File: src/rtl/request_acceptor_pkg.sv
// request_acceptor shared types and helpers.
// Holds the FSM state encoding and the job-length mapping.
package request_acceptor_pkg;

  typedef enum logic [1:0] {
    IDLE,
    WAIT,
    BUSY
  } state_t;

  // A zero-length job still occupies one busy cycle.
  function automatic int unsigned sat_len(
    input int unsigned job_len
  );
    return (job_len == 0) ? 1 : job_len;
  endfunction

endpackage

File: src/rtl/request_acceptor_if.sv
// request_acceptor handshake bundle.
// master drives request/job_len/cancel/ready; slave answers.
interface request_acceptor_if #(
  parameter int LEN_W = 8
);
  import request_acceptor_pkg::*;

  logic             request;
  logic [LEN_W-1:0] job_len;
  logic             cancel;
  logic             ready;
  logic             accept;
  logic             busy;
  logic             done;
  logic             timeout;

  modport master (
    output request, job_len, cancel, ready,
    input  accept, busy, done, timeout
  );

  modport slave (
    input  request, job_len, cancel, ready,
    output accept, busy, done, timeout
  );

endinterface

File: src/rtl/request_acceptor_busy_timer.sv
// Busy window generator: load a length, count down, flag last cycle.
// busy and done are registered; len must be >= 1 when loaded.
module request_acceptor_busy_timer
  import request_acceptor_pkg::*;
#(
  parameter int W = 8
) (
  input  logic         clk,
  input  logic         rst,
  input  logic         load,
  input  logic [W-1:0] len,
  output logic         busy,
  output logic         done
);

  logic [W-1:0] cnt;

  always_ff @(posedge clk) begin
    if (rst) begin
      cnt  <= '0;
      busy <= 1'b0;
      done <= 1'b0;
    end else if (load) begin
      cnt  <= len;
      busy <= 1'b1;
      done <= (len == W'(1));
    end else if (busy) begin
      cnt  <= cnt - W'(1);
      busy <= (cnt != W'(1));
      done <= (cnt == W'(2));
    end
  end

endmodule

File: src/rtl/request_acceptor.sv
// Request/accept/cancel/busy handshake generator with min accept delay.
// Define REQUEST_ACCEPTOR_TIMEOUT_EN to abort waits at MAX_WAIT cycles.
module request_acceptor
  import request_acceptor_pkg::*;
#(
  parameter int MIN_DELAY = 4,
  parameter int MAX_WAIT  = 16,
  parameter int LEN_W     = 8
) (
  input logic               clk,
  input logic               rst,
  request_acceptor_if.slave bus
);

`ifdef REQUEST_ACCEPTOR_TIMEOUT_EN
  localparam bit TMO_EN = 1'b1;
`else
  localparam bit TMO_EN = 1'b0;
`endif

  localparam int WLIM = TMO_EN ? MAX_WAIT : MIN_DELAY;
  localparam int WCW  = $clog2(WLIM + 1);

  state_t           state;
  state_t           state_nxt;
  logic [WCW-1:0]   wait_cnt;
  logic [WCW-1:0]   wait_nxt;
  logic [LEN_W-1:0] len_q;
  logic             acc_nxt;
  logic             acc_q;
  logic             tm_busy;
  logic             tm_done;
`ifdef REQUEST_ACCEPTOR_TIMEOUT_EN
  logic             to_nxt;
  logic             to_q;
`endif

  always_comb begin
    state_nxt = state;
    wait_nxt  = wait_cnt;
    acc_nxt   = 1'b0;
`ifdef REQUEST_ACCEPTOR_TIMEOUT_EN
    to_nxt    = 1'b0;
`endif
    unique case (state)
      IDLE: begin
        if (bus.request) begin
          state_nxt = WAIT;
          wait_nxt  = WCW'(1);
        end
      end
      WAIT: begin
        // cancel beats accept, accept beats timeout
        if (bus.cancel) begin
          state_nxt = IDLE;
        end else if (wait_cnt >= WCW'(MIN_DELAY)
                     && bus.ready) begin
          state_nxt = BUSY;
          acc_nxt   = 1'b1;
`ifdef REQUEST_ACCEPTOR_TIMEOUT_EN
        end else if (wait_cnt >= WCW'(MAX_WAIT)) begin
          state_nxt = IDLE;
          to_nxt    = 1'b1;
`endif
        end else if (wait_cnt < WCW'(WLIM)) begin
          wait_nxt = wait_cnt + WCW'(1);
        end
      end
      BUSY: begin
        if (tm_done) state_nxt = IDLE;
      end
      default: state_nxt = IDLE;
    endcase
  end

  always_ff @(posedge clk) begin
    if (rst) begin
      state    <= IDLE;
      wait_cnt <= '0;
      len_q    <= '0;
      acc_q    <= 1'b0;
    end else begin
      state    <= state_nxt;
      wait_cnt <= wait_nxt;
      acc_q    <= acc_nxt;
      if (state == IDLE && bus.request)
        len_q <= LEN_W'(sat_len(32'(bus.job_len)));
    end
  end

`ifdef REQUEST_ACCEPTOR_TIMEOUT_EN
  always_ff @(posedge clk) begin
    if (rst) to_q <= 1'b0;
    else     to_q <= to_nxt;
  end
  assign bus.timeout = to_q;
`else
  assign bus.timeout = 1'b0;
`endif

  request_acceptor_busy_timer #(
    .W(LEN_W)
  ) u_busy_timer (
    .clk (clk),
    .rst (rst),
    .load(acc_nxt),
    .len (len_q),
    .busy(tm_busy),
    .done(tm_done)
  );

  assign bus.accept = acc_q;
  assign bus.busy   = tm_busy;
  assign bus.done   = tm_done;

endmodule

File: src/flat_wrapper.sv
// flat-port wrapper written by rule: the top's interface ports become plain ports
module request_acceptor_flat import request_acceptor_pkg::*;
#(
  parameter int MIN_DELAY = 4,
  parameter int MAX_WAIT  = 16,
  parameter int LEN_W     = 8
)
  (clk, rst, bus_request, bus_job_len, bus_cancel, bus_ready, bus_accept, bus_busy, bus_done, bus_timeout);
  request_acceptor_if #(.LEN_W(LEN_W)) bus_i ();
  input logic clk;
  input logic rst;
  input wire logic [$bits(bus_i.request)-1:0] bus_request;
  input wire logic [$bits(bus_i.job_len)-1:0] bus_job_len;
  input wire logic [$bits(bus_i.cancel)-1:0] bus_cancel;
  input wire logic [$bits(bus_i.ready)-1:0] bus_ready;
  output wire logic [$bits(bus_i.accept)-1:0] bus_accept;
  output wire logic [$bits(bus_i.busy)-1:0] bus_busy;
  output wire logic [$bits(bus_i.done)-1:0] bus_done;
  output wire logic [$bits(bus_i.timeout)-1:0] bus_timeout;
  assign bus_i.request = bus_request;
  assign bus_i.job_len = bus_job_len;
  assign bus_i.cancel = bus_cancel;
  assign bus_i.ready = bus_ready;
  assign bus_accept = bus_i.accept;
  assign bus_busy = bus_i.busy;
  assign bus_done = bus_i.done;
  assign bus_timeout = bus_i.timeout;
  request_acceptor #(.MIN_DELAY(MIN_DELAY), .MAX_WAIT(MAX_WAIT), .LEN_W(LEN_W)) u_core (.clk(clk), .rst(rst), .bus(bus_i));
endmodule
File: config.mk
export PLATFORM = sky130hd
export DESIGN_NAME = request_acceptor_flat
export DESIGN_NICKNAME = d
export VERILOG_FILES = /design/src/rtl/request_acceptor_pkg.sv /design/src/rtl/request_acceptor_if.sv /design/src/rtl/request_acceptor_busy_timer.sv /design/src/rtl/request_acceptor.sv /design/src/flat_wrapper.sv
export SDC_FILE = /design/constraint.sdc
export NUM_CORES = 1
export LEC_CHECK = 0
export ABC_AREA = 1
export ABC_CLOCK_PERIOD_IN_PS = 2400
export CORE_MARGIN = 8
export CORE_UTILIZATION = 45
export DETAILED_ROUTE_END_ITERATION = 10
export PLACE_DENSITY_LB_ADDON = 0.25
export SLEW_MARGIN = 30
export SYNTH_ARGS = -nofsm -noshare
export SYNTH_HDL_FRONTEND = slang
export SYNTH_SLANG_ARGS = --single-unit
File: constraint.sdc
create_clock -name clk -period 2.4 [get_ports clk]
set_input_delay 0.24 -clock clk [delete_from_list [all_inputs] [get_ports clk]]
set_output_delay 0.24 -clock clk [all_outputs]
set_load 0.05 [all_outputs]
=== Yosys cells after proc, flatten, opt, wreduce, memory -nomap -nowiden ===
Index checks and enable logic that the tools add are counted.

* Logic and storage cells: 50
* Input port bits: 13
* Output and inout bits: 4
* Bits in registers: 24

* Muxes and demuxes: 20
* $lt $le $gt $ge: 2
* Reductions and logical operators: 8
* Add/sub/neg operators: 2
* Equal/unequal tests: 11

{| class="wikitable"
|+ Operators with widths
! kind !! count
|-
| 8-bit 2-to-1 mux || 3
|-
| 3-bit 2-to-1 mux || 4
|-
| 8-bit by 1-bit equality test with 1-bit output, second input constant || 1
|-
| 8-bit by 2-bit equality test with 1-bit output, second input constant || 1
|-
| 8-bit zero test || 1
|-
| 2-bit 2-to-1 mux || 4
|-
| 2-bit inequality test, second input constant || 4
|-
| 8-bit by 1-bit inequality test with 1-bit output, second input constant || 1
|-
| 8-bit by 1-bit subtractor with 8-bit output, second input constant || 1
|-
| 1-bit 2-to-1 mux || 7
|-
| 2-bit case mux with 3 select lines || 1
|-
| 3-bit case mux with 2 select lines || 1
|-
| 5-bit AND reduction || 1
|-
| 2-bit nonzero test || 2
|-
| 3-bit by 1-bit adder with 3-bit output, second input constant || 1
|-
| 3-bit greater-or-equal comparator, second input constant || 1
|-
| 3-bit less-than comparator, second input constant || 1
|-
| 3-bit by 2-bit inequality test with 1-bit output, second input constant || 1
|-
| 3-bit AND reduction || 1
|-
| 2-bit by 1-bit equality test with 1-bit output, second input constant || 1
|-
| 2-bit equality test, second input constant || 1
|-
| 1-bit logical AND || 2
|-
| 2-bit zero test || 1
|-
| 2-bit by 1-bit inequality test with 1-bit output, second input constant || 1
|}

=== Depth between registers and ports, before layout ===
Gate-level depths: netlist of run 1.

* Word-level depth: 6
* Depth in mapped cells: 9
* Gate-level depth less buffers: 9

=== Cells and area by module ===
A second synthesis of run 1 with hierarchy kept.

* Cell total of the unflattened synthesis: 178
* Area, all modules: 1,291.2 um2

{| class="wikitable"
|+ By module, submodules not included
! module !! sequential area each (um2) !! cells each !! area each (um2) !! instances
|-
| request_acceptor_busy_timer || 200.2 || 100 || 660.6 || 1
|-
| request_acceptor || 280.3 || 78 || 630.6 || 1
|}

=== Least setup slack after synthesis of run 1 ===
OpenSTA, ideal clock, no wires.

* Kind: register to register
* Start point: register u_core.u_busy_timer.busy
* End point: register u_core.u_busy_timer.cnt[2]
* Cell stages (with the launch flop): 6
* Slack: 1.050 ns
* Data required time: 2.285 ns
* Clock period less this slack: 1.350 ns
* Path buffers: 0
* Library setup time: 0.115 ns
* Data arrival time: 1.234 ns
* Path through: dfxtp_1 inv_1 nand3_1 nand2_1 o21ai_0 inv_1

* Cells in the longest elaborated chain, start to end: 1

{| class="wikitable"
|+ RTL lines
! item !! RTL line !! RTL
|-
| start: declaration || request_acceptor_busy_timer.sv:12 || <nowiki>output logic busy,</nowiki>
|-
| start signal: assignment || request_acceptor_busy_timer.sv:29 || <nowiki>busy <= (cnt != W'(1));</nowiki>
|-
| 2-bit nonzero test (no source line) || -- ||
|-
| end signal: assignment || request_acceptor_busy_timer.sv:24 || <nowiki>cnt <= len;</nowiki>
|-
| end signal: assignment || request_acceptor_busy_timer.sv:28 || <nowiki>cnt <= cnt - W'(1);</nowiki>
|-
| end: declaration || request_acceptor_busy_timer.sv:16 || <nowiki>logic [W-1:0] cnt;</nowiki>
|}

Every way passes these cells.
A chain may end at the register's enable or synchronous reset.

=== Final worst setup path of run 1 ===
* Start point: register u_core.u_busy_timer.busy
* End point: output bus_busy

{| class="wikitable"
|+ RTL lines
! item !! RTL line !! RTL
|-
| end: declaration || flat_wrapper.sv:17 || <nowiki>output wire logic [$bits(bus_i.busy)-1:0] bus_busy;</nowiki>
|}

No word-level cell between the ends.

==> results of run 1 <==
## metal layers
layer / global-route usage [%] / vias to the layer above / part of all wire [%]
li1: - / 627 / -
met1: 15.85 / 531 / 47
met2: 21.86 / 27 / 46
met3: 2.423 / 5 / 4.3
met4: 5.764 / 0 / 1.9
met5: 0 / - / 0
## worst register-to-register path, delay by kind of cell, from the launching register on
kind                     cells  cell delay (ns)
buffers and inverters        2             0.16
adder cells (fa/ha/maj)      1             0.23
AND/OR/NAND/NOR              1             0.30
AO/OA/AOI/OAI                2             0.24
flip-flops                   1             0.38
## state kept, by name, indices dropped and copies added (netlist names)
signal,count
u_core.len_q,8
u_core.u_busy_timer.cnt,8
u_core.wait_cnt,3
u_core.state,2
u_core.bus.accept,1
u_core.u_busy_timer.busy,1
u_core.u_busy_timer.done,1
## cells by family after synthesis
kind of cell	count (synthesis)	synth area share (%)
AO/OA/AOI/OAI	33	13.33
adder cells (fa/ha/maj)	4	3.980
other	1	0.2982
AND/OR/NAND/NOR	97	33.93
flip-flops	24	38.21
buffers and inverters	31	10.25
## cell usage in the layout (no fill, tap or decap), types with 2 or more instances in the layout
cell                              Yosys  routed
sky130_fd_sc_hd__nand4_1              2       2
sky130_fd_sc_hd__nand3_1             15      15
sky130_fd_sc_hd__nor3_1               4       4
sky130_fd_sc_hd__a21oi_1             14      14
sky130_fd_sc_hd__nor2_4               2       2
sky130_fd_sc_hd__ha_1                 4       4
sky130_fd_sc_hd__nor2_1              28      28
sky130_fd_sc_hd__dfxtp_1             24      24
sky130_fd_sc_hd__inv_1               24      24
sky130_fd_sc_hd__o21ai_0             16      16
sky130_fd_sc_hd__clkbuf_4             0       3
sky130_fd_sc_hd__nand2_1             41      41
sky130_fd_sc_hd__inv_2                2       2
sky130_fd_sc_hd__nand2_2              2       2
sky130_fd_sc_hd__clkdlybuf4s50_1      0      15
sky130_fd_sc_hd__o21ai_1              2       2
## final cells by class
cell class,instances,area (um2)
clock buffer,3,22.52
clock inverter,1,30.03
fill,274,1242
inverter,26,97.59
multi-input combinational,135,648.1
sequential,24,480.5
tap,31,38.79
timing repair buffer,15,150.1
## worst paths after layout
kind / start / endpoint / slack, ns / cells after the start
worst max-delay path: u_core.u_busy_timer.busy / bus_busy / 0.57 / 1
worst min-delay path: bus_job_len[1] / u_core.len_q[1] / 0.47 / 3
worst max register to register: u_core.u_busy_timer.cnt[0] / u_core.u_busy_timer.cnt[2] / 1.06 / 6
worst min register to register: u_core.wait_cnt[1] / u_core.wait_cnt[1] / 0.48 / 2
## power groups by stage
stage | clock network [mW] | registers [mW] | logic, mW
after floorplan | 0 | 0.430 | 0.0457
after global routing | 0.317 | 0.426 | 0.0841
final | 0.294 | 0.424 | 0.0723
after detailed placement | 0 | 0.433 | 0.0728
after global placement | 0 | 0.432 | 0.0703
after CTS | 0.303 | 0.424 | 0.0729
==> summary.md, run 1 <==
| Metric | Value |
|---|---|
| Status | completed |
| Antenna Nets Post-Route | 0 |
| I/O pin count | 17 |
| Detail-routed via count per cell | 5.064 |
| Cells along the critical path | clkdlybuf4s50_1 |
| Area share of the leading cell type in the synthesized netlist | 38.21% |
| Residual DRC | 0 |
| Slowest stage cell on the critical path | sky130_fd_sc_hd__clkdlybuf4s50_1 |
| Clock skew | 0.01144 ns |
| Number of hold violations in the final report | 0 |
| Post-Syn Area | 0.001257 mm2 |
| Share of cells above drive strength 1 | 5.882% |
| RSZ-0062 raised after global routing | false |
| Syn. warnings | 0 |
| Clock tree from TritonCTS | built |
| Diode count | 0 |
| Placed Cells incl. Taps | 231 |
| Sw power | 0.1754 mW |
| Iter 0 DRT Violations | 80 |
| Global-route wire length before repair | 4.816 mm |
| Number of maximum-capacitance constraint violations | 0 |
| Count of flip-flops with a built-in enable after synthesis | 0 |
| Number of cells upsized or downsized after cts | 0 |
| Finished Core Util | 54.16% |
| Crit-path leading delay family | buffers and inverters |
| Data arrival time of the critical path | 1.59 ns |
| Startpoint type of the worst setup path | flip-flop |
| # nets final | 222 |
| Detailed-placement wirelength estimate | 2.101 mm |
| Hold Path Class | in -> reg |
| Proportion of register bits with asynchronous set or reset after synthesis | 0% |
| Clock buffer count from CTS | 3 |
| Worst hold-check slack | 0.4671 ns |
| Area of the die | 0.004742 mm2 |
| Site Rows | 19 |
| Chip width | 68.86 um |
| Number of antenna violations at the first check in global routing | 0 |
| Effective utilization at floorplan | 46.40% |
| Category of the worst setup path capture point | primary output |
| Die Span Y | 68.86 um |
| Clock-pin slew on the worst setup and hold paths | 0.14 ns |
| Cell with the most instances after synthesis | sky130_fd_sc_hd__nand2_1 |
| Number of global-route vias before repair | 1179 |
| Sum of internal, switching and leakage power | 0.7897 mW |
| Total power divided by cell area | 538.1 mW/mm2 |
| Cell area reported after detailed placement | 0.001415 mm2 |
| Total negative slack | 0 ns |
| Highest achievable clock rate | 546.0 MHz |
| Setup bufs post-CTS | 0 |
| Switching share of power | 22.21% |
| Net count of the mapped netlist | 207 |
| GRT Resource Usage Total | 13.05% |
| Total detailed-routing wirelength | 2.679 mm |
| Part of the power in registers | 53.6% |
| Layout overhead on the synthesized area | 16.72% |
| Synthesized instance count | 190 |
| Routability-driven placement congestion ratio | 0.8388 |
| Reported leakage power | 0.6931 nW |
| Worst vdd ir | 0.3465 mV |
| Library cell occupying the most area in the post-synthesis netlist | sky130_fd_sc_hd__dfxtp_1 |
| Pin count of the biggest net entering global routing | 16 |
| Via count | 1190 |
| Cell variety after synth | 23 |
| Least setup slack across all paths after layout | 0.5686 ns |
| Number of buffer and inverter stages on the critical path | 1 |
| Maximum clock insertion buffer count | 2 |
| Average cell area after synthesis | 6.618 um2 |
| Data required, critical path | 2.16 ns |
| Top post-synthesis cells by area | sky130_fd_sc_hd__dfxtp_1 38%, sky130_fd_sc_hd__nand2_1 12%, sky130_fd_sc_hd__nor2_1 8.4%, sky130_fd_sc_hd__inv_1 7.2%, sky130_fd_sc_hd__o21ai_0 6.4% |
| Final period utilization | 76.31% |
| Total number of clock tree sinks | 24 |
| Remaining Overflow, GRT | 0 |
| Post-place setup slack | 0.8132 ns |
| Most instantiated cells after synthesis | 41 x sky130_fd_sc_hd__nand2_1, 28 x sky130_fd_sc_hd__nor2_1, 24 x sky130_fd_sc_hd__dfxtp_1, 24 x sky130_fd_sc_hd__inv_1, 16 x sky130_fd_sc_hd__o21ai_0 |
| Worst-skew pair later-pin latency | 0.32 ns |
| Shortest clock period the worst path allows after layout | 1.831 ns |
| Register area share after synthesis | 38.21% |
| Final setup violation count | 0 |
| I/O Buffers | 15 |
| Critical path class | reg -> out |
| Final std cell area, no fill | 0.001468 mm2 |
| Max-Slew Margin vs Limit | 66.58% |
| Combinational cell fraction of total power | 9.2% |
| Highest net fanout along the worst path | 6 |
| Yosys reg bits | 24 |
| Number of optimization iterations in the first detailed-route pass | 4 |
| Routed wire length per instance | 11.40 um |
| Cell internal pwr | 0.6143 mW |
| Main flop type after synthesis | sky130_fd_sc_hd__dfxtp_1 |
| Cell at the root of the clock tree | sky130_fd_sc_hd__clkbuf_4 |
| Final slew viol count | 0 |
| Largest stage delay on the critical path | 0.84 ns |
| Area of the core region | 0.002710 mm2 |
| Transition time at the pin with the least slew margin | 0.4997 ns |
| Hold-fix buffers, CTS | 0 |
| Clk pwr share | 37.2% |
| H-tree depth | 1 |
| Layout Cells excl Fill | 235 |
No activity file was read; power rests on OpenSTA's default activity.
==> run 2, diff against run 1 <==
--- a/config.mk
+++ b/config.mk
@@ -6,7 +6,7 @@
 export NUM_CORES = 1
 export LEC_CHECK = 0
 export ABC_AREA = 1
-export ABC_CLOCK_PERIOD_IN_PS = 2400
+export ABC_CLOCK_PERIOD_IN_PS = 1560
 export CORE_MARGIN = 8
 export CORE_UTILIZATION = 45
 export DETAILED_ROUTE_END_ITERATION = 10
==> constraint.sdc (replaced) <==
create_clock -name clk -period 1.56 [get_ports clk]
set_input_delay 0.156 -clock clk [delete_from_list [all_inputs] [get_ports clk]]
set_output_delay 0.156 -clock clk [all_outputs]
set_load 0.05 [all_outputs]
==> summary.md, run 2 (same netlist as run 1, synthesis figures left out) <==
| Metric | Value |
|---|---|
| H-tree depth | 1 (unchanged) |
| Reported leakage power | 0.7088 nW (+2.3%) |
| Shortest clock period the worst path allows after layout | 1.344 ns |
| Status | completed |
| Total detailed-routing wirelength | 2.574 mm (-3.9%) |
| Share of cells above drive strength 1 | 8.252% (+2.4 points) |
| Chip width | 68.86 um (unchanged) |
| Final slew viol count | 0 (unchanged) |
| Layout overhead on the synthesized area | 17.31% |
| Via count | 1176 (-1.2%) |
| Highest achievable clock rate | 744.2 MHz |
| Pin count of the biggest net entering global routing | 16 (unchanged) |
| Largest registers | u_core.len_q: 8 flops, u_core.u_busy_timer.cnt: 8 flops, u_core.wait_cnt: 3 flops |
| Maximum clock insertion buffer count | 2 (unchanged) |
| Number of maximum-capacitance constraint violations | 0 (unchanged) |
| Number of global-route vias before repair | 1069 (-9.3%) |
| Total negative slack | 0 ns (unchanged) |
| Data required, critical path | 1.83 ns (-0.33 ns) |
| GRT Resource Usage Total | 11.74% (-1.3 points) |
| Area of the core region | 0.002710 mm2 (unchanged) |
| Routability-driven placement congestion ratio | 0.9333 (+11%) |
| Global-route wire length before repair | 4.436 mm (-7.9%) |
| Start point of the worst hold path | bus_job_len[1] |
| Clock buffer count from CTS | 3 (unchanged) |
| Diode count | 0 (unchanged) |
| Routed wire length per instance | 10.86 um (-4.7%) |
| Clock skew | 0.0008223 ns (-0.01062 ns) |
| Number of antenna violations at the first check in global routing | 0 (unchanged) |
| Detailed-placement wirelength estimate | 2.040 mm (-2.9%) |
| Hold Path Class | in -> reg |
| Setup bufs post-CTS | 0 (unchanged) |
| Largest stage delay on the critical path | 0.38 ns (-0.46 ns) |
| Final period utilization | 86.14% |
| Highest net fanout along the worst path | 4 (-2) |
| Slowest stage cell on the critical path | sky130_fd_sc_hd__dfxtp_1 |
| Detail-routed via count per cell | 4.962 (-2.0%) |
| Worst setup startpoint | u_core.u_busy_timer.cnt[0] |
| Remaining Overflow, GRT | 0 (unchanged) |
| Iter 0 DRT Violations | 87 (+8.8%) |
| Cells along the critical path | inv_1, ha_1, or2_2, a21oi_1, o21ai_0, inv_1 |
| Post-place setup slack | 0.08699 ns (-0.7262 ns) |
| Number of cells upsized or downsized after cts | 0 (unchanged) |
| Worst-skew pair later-pin latency | 0.31 ns (about the same) |
| Total number of clock tree sinks | 24 (unchanged) |
| Number of optimization iterations in the first detailed-route pass | 4 (unchanged) |
| Residual DRC | 0 (unchanged) |
| Commonest cells after routing, fill and taps aside | 41 x sky130_fd_sc_hd__nand2_1, 28 x sky130_fd_sc_hd__nor2_1, 24 x sky130_fd_sc_hd__inv_1, 24 x sky130_fd_sc_hd__dfxtp_1, 16 x sky130_fd_sc_hd__o21ai_0 |
| Reg-to-Reg Start | u_core.u_busy_timer.cnt[0] |
| Antenna Nets Post-Route | 0 (unchanged) |
| Data arrival time of the critical path | 1.61 ns (+0.02 ns) |
| Cell at the root of the clock tree | sky130_fd_sc_hd__clkbuf_4 |
| Clock-pin slew on the worst setup and hold paths | 0.13 ns (about the same) |
| Most common cell type on the critical path | sky130_fd_sc_hd__inv_1 |
| RSZ-0062 raised after global routing | false |
| Worst vdd ir | 0.5112 mV (+48%) |
| I/O pin count | 17 (unchanged) |
| Clock tree from TritonCTS | built |
| Least setup slack across all paths after layout | 0.2162 ns (-0.3524 ns) |
| Number of hold violations in the final report | 0 (unchanged) |
| Startpoint type of the worst setup path | flip-flop |
| Critical path class | reg -> reg |
| Most common cell after layout, fill and taps aside | sky130_fd_sc_hd__nand2_1 |
| # nets final | 224 (+0.90%) |
| I/O Buffers | 15 (unchanged) |
| Area of the die | 0.004742 mm2 (unchanged) |
| Hold-fix buffers, CTS | 0 (unchanged) |
| Effective utilization at floorplan | 46.40% (unchanged) |
| Die Span Y | 68.86 um (unchanged) |
| Total power divided by cell area | 825.4 mW/mm2 (+53%) |
| Final setup violation count | 0 (unchanged) |
| Category of the worst setup path capture point | flip-flop |
| Site Rows | 19 (unchanged) |
-- run 2: metrics by stage --
stage                     hold slack, ns  util (%)  cell area, um2  power, mW  instances
final                             0.3865     54.43            1475      1.218        237
after global routing              0.4119     54.43            1475      1.272        237
after CTS                         0.3765     54.43            1475      1.230        237
after detailed placement          0.4681     52.49            1423     0.7827        233
after global placement            0.4560     52.49            1423     0.7785        233
after floorplan                   0.2832         -            1257     0.7314        190
-- run 2: final cells by class --
class | instances | area, um2
multi-input combinational | 135 | 648.1
tap | 31 | 38.79
fill | 270 | 1235
timing repair buffer | 17 | 157.7
sequential | 24 | 480.5
clock inverter | 1 | 30.03
inverter | 26 | 97.59
clock buffer | 3 | 22.52
-- run 2: worst paths after layout --
kind	endpoint	slack (ns)	cells after the start
setup / recovery	u_core.u_busy_timer.cnt[2]	0.22	6
hold / removal	u_core.len_q[1]	0.39	3
setup reg to reg	u_core.u_busy_timer.cnt[2]	0.22	6
hold reg to reg	u_core.len_q[3]	0.49	2
-- run 2: worst max-delay path, delay by kind of cell, from the launching register on --
kind            cells  cell delay [ns]
simple gates        1             0.29
compound gates      2             0.24
buf+inv             2             0.17
fa+ha+maj           1             0.23
flops               1             0.38
-- run 2: power breakdown --
group | internal, mW | switching, mW | total, mW
combinational | 0.0539 | 0.0621 | 0.116
sequential | 0.635 | 0.0168 | 0.652
clock | 0.260 | 0.190 | 0.449
-- run 2: routing by layer --
layer / track usage [%] / vias up / part of all wire, %
met2: 19.45 / 29 / 47
li1: - / 636 / -
met4: 3.008 / 0 / 0.70
met3: 1.939 / 2 / 4.1
met5: 0 / - / 0
met1: 15.42 / 509 / 49
==> patch, RTL diff (config.mk and constraints of run 1) <==
The option `REQUEST_ACCEPTOR_TIMEOUT_EN` is turned on by a define.
--- a/src/rtl/request_acceptor.sv
+++ b/src/rtl/request_acceptor.sv
@@ -1,5 +1,7 @@
 // Request/accept/cancel/busy handshake generator with min accept delay.
 // Define REQUEST_ACCEPTOR_TIMEOUT_EN to abort waits at MAX_WAIT cycles.
+`define REQUEST_ACCEPTOR_TIMEOUT_EN
+
 module request_acceptor
   import request_acceptor_pkg::*;
 #(
Formal check against the unedited RTL: same outputs for any inputs over 10 cycles, from zero or initial values and one cycle with rst high; that may be too few to reach the edited logic, so the function may still have changed.
==> patch against run 1 <==
Maximum frequency fell by 4.8%; sequential cell count rose by 3; power fell by 4.7%; sequential share of layout area fell by 0.93 points; first-iteration DRC count rose by 13%; clock skew rose by 0.0050 ns; wire length rose by 6.9%; setup slack got worse by 0.092 ns; cell area rose by 16%; sequential power rose by 12%; die area rose by 14%; synthesized cell count rose by 9.5%; area after synthesis rose by 18%.
==> patch: results (changes against run 1) <==
- **routed length on met3** 106 µm, -8.6%
- **Post-Syn Area per Cell** 7.15 µm², +8.0%
- **largest registers in the final layout** u_core.len_q: 8 flops, u_core.u_busy_timer.cnt: 8 flops, u_core.wait_cnt: 5 flops
- **via count of the first global-routing pass** 1160, -1.6%
- **Worst-path clk slew** 0.16 ns, +0.02 ns
- **Tot GR Track Use** 0.113, -0.0173
- **adder and majority gate portion of the synthesized area** 0.0421, +0.00229
- **DPL Wire Length** 2260 µm, +7.5%
- **area of combinational cells with multiple inputs** 800 µm², +23%
- **non-clock inverter instance count of the final layout** 25, -3.8%
- **Reg2Reg Setup Slack** 0.94 ns, -0.12 ns
- **DRT met1 WL** 1430 µm, +12%
- **GR Layer Usage met2** 0.186, -0.0326
- **placed cell count** 267, +16%
- **measured slew at the worst slew-check pin** 0.506 ns, +0.00670 ns
- **mean routed wirelength per cell** 10.6 µm, -7.3%
- **relative area of clock buffers and inverters in the final design** 0.0177, -0.0181
- **initial drt markers** 90, +13%
- **worst-case reg-to-reg path depth** 8, +2
- **number of tap cells inserted** 46, +48%
- **most numerous cell types in the synthesized netlist** 40 x sky130_fd_sc_hd__nand2_1, 39 x sky130_fd_sc_hd__nor2_1, 27 x sky130_fd_sc_hd__dfxtp_1, 24 x sky130_fd_sc_hd__inv_1, 19 x sky130_fd_sc_hd__nand3_1
- **ratio of cells with drive above 1 in the final layout** 0.107, +0.0478
- **met2 wire length** 1290 µm, +4.2%
- **Buffers, non-clock** 18, +3
- **reg-to-reg endpoint** u_core.u_busy_timer.cnt[6]
- **multi-input combinational cell count** 151, +12%
- **Synthesized Nets** 226, +9.2%
- **main area contributors after synthesis** sky130_fd_sc_hd__dfxtp_1 36%, sky130_fd_sc_hd__nand2_1 10%, sky130_fd_sc_hd__nor2_1 9.8%
- **Finished Cell Area** 1700 µm², +16%
- **top achievable clock speed** 520 MHz, -4.8%
- **GR Util met1** 0.138, -0.0206
- **Final Instance Count excl. Fillers** 271, +15%
- **Placer Congestion** 0.837, -0.27%
- **wire length of the first global-routing pass** 4940 µm, +2.6%
- **worst-case setup slack after placement** 0.713 ns, -0.100 ns
- **share of cell area taken by flip-flops and latches** 0.318, -0.00925
- **share of the synthesized area in compound gates (AO/OA/AOI/OAI)** 0.0791, -0.0542
- **number of buffer cells added on primary ports** 16, +1
- **result of the run** finished, final reports clean
- **total of fill cells in the finished design** 370, +35%
- **routing usage on met3** 0.0232, -0.00104
- **Max Fanout on Critical Path** 11, +5
- **FFs & Latches** 27, +13%
- **Data arrival, critical path** 1.68 ns, +0.09 ns
- **Worst VDD drop** 0.233 mV, -33%
- **final-layout non-clock buffer area share** 0.103, +0.000791
- **largest net degree at the start of global routing** 20, +4
-- patch: changes by cell type after synthesis, moves of 2 or more --
cell                       before  now
sky130_fd_sc_hd__nor2_1        28   39
sky130_fd_sc_hd__nand3_2        0    9
sky130_fd_sc_hd__o21ai_0       16   11
sky130_fd_sc_hd__nand3_1       15   19
sky130_fd_sc_hd__a21oi_1       14   11
sky130_fd_sc_hd__dfxtp_1       24   27
sky130_fd_sc_hd__clkbuf_1       2    0
sky130_fd_sc_hd__inv_2          2    0
sky130_fd_sc_hd__nor2_4         2    0
sky130_fd_sc_hd__o21ai_1        2    0
-- patch: critical path: cells and delay by family (launching register included) --
kind     cells  cell delay [ns]
flops        1             0.34
buf+inv      2             1.02
-- patch: cells by family after synthesis --
kind of cell | after synthesis
and+or+nand+nor | 123
buffers and inverters | 30
AOI/OAI and AO/OA | 23
adders and majority gates | 5
DFF | 27
-- patch: worst min path at each step --
| stage | startpoint | endpoint | slack, ns |
|---|---|---|---|
| 2_1_floorplan | bus_job_len[0] | u_core.len_q[0] | 0.37 |
| 3_3_place_gp | u_core.len_q[1] | u_core.len_q[1] | 0.46 |
| 3_5_place_dp | u_core.len_q[1] | u_core.len_q[1] | 0.47 |
| 4_1_cts | bus_job_len[7] | u_core.len_q[7] | 0.44 |
| 5_1_grt | bus_job_len[7] | u_core.len_q[7] | 0.47 |
| 6_report | bus_job_len[7] | u_core.len_q[7] | 0.45 |
-- patch: power breakdown --
| group | leakage [nW] | total (mW) | internal (mW) | switching (mW) |
|---|---|---|---|---|
| Clock | 0.0139 | 0.200 | 0.0637 | 0.136 |
| Combinational | 0.511 | 0.0780 | 0.0363 | 0.0416 |
| Sequential | 0.220 | 0.475 | 0.464 | 0.0111 |
| Total | 0.745 | 0.752 | 0.564 | 0.189 |
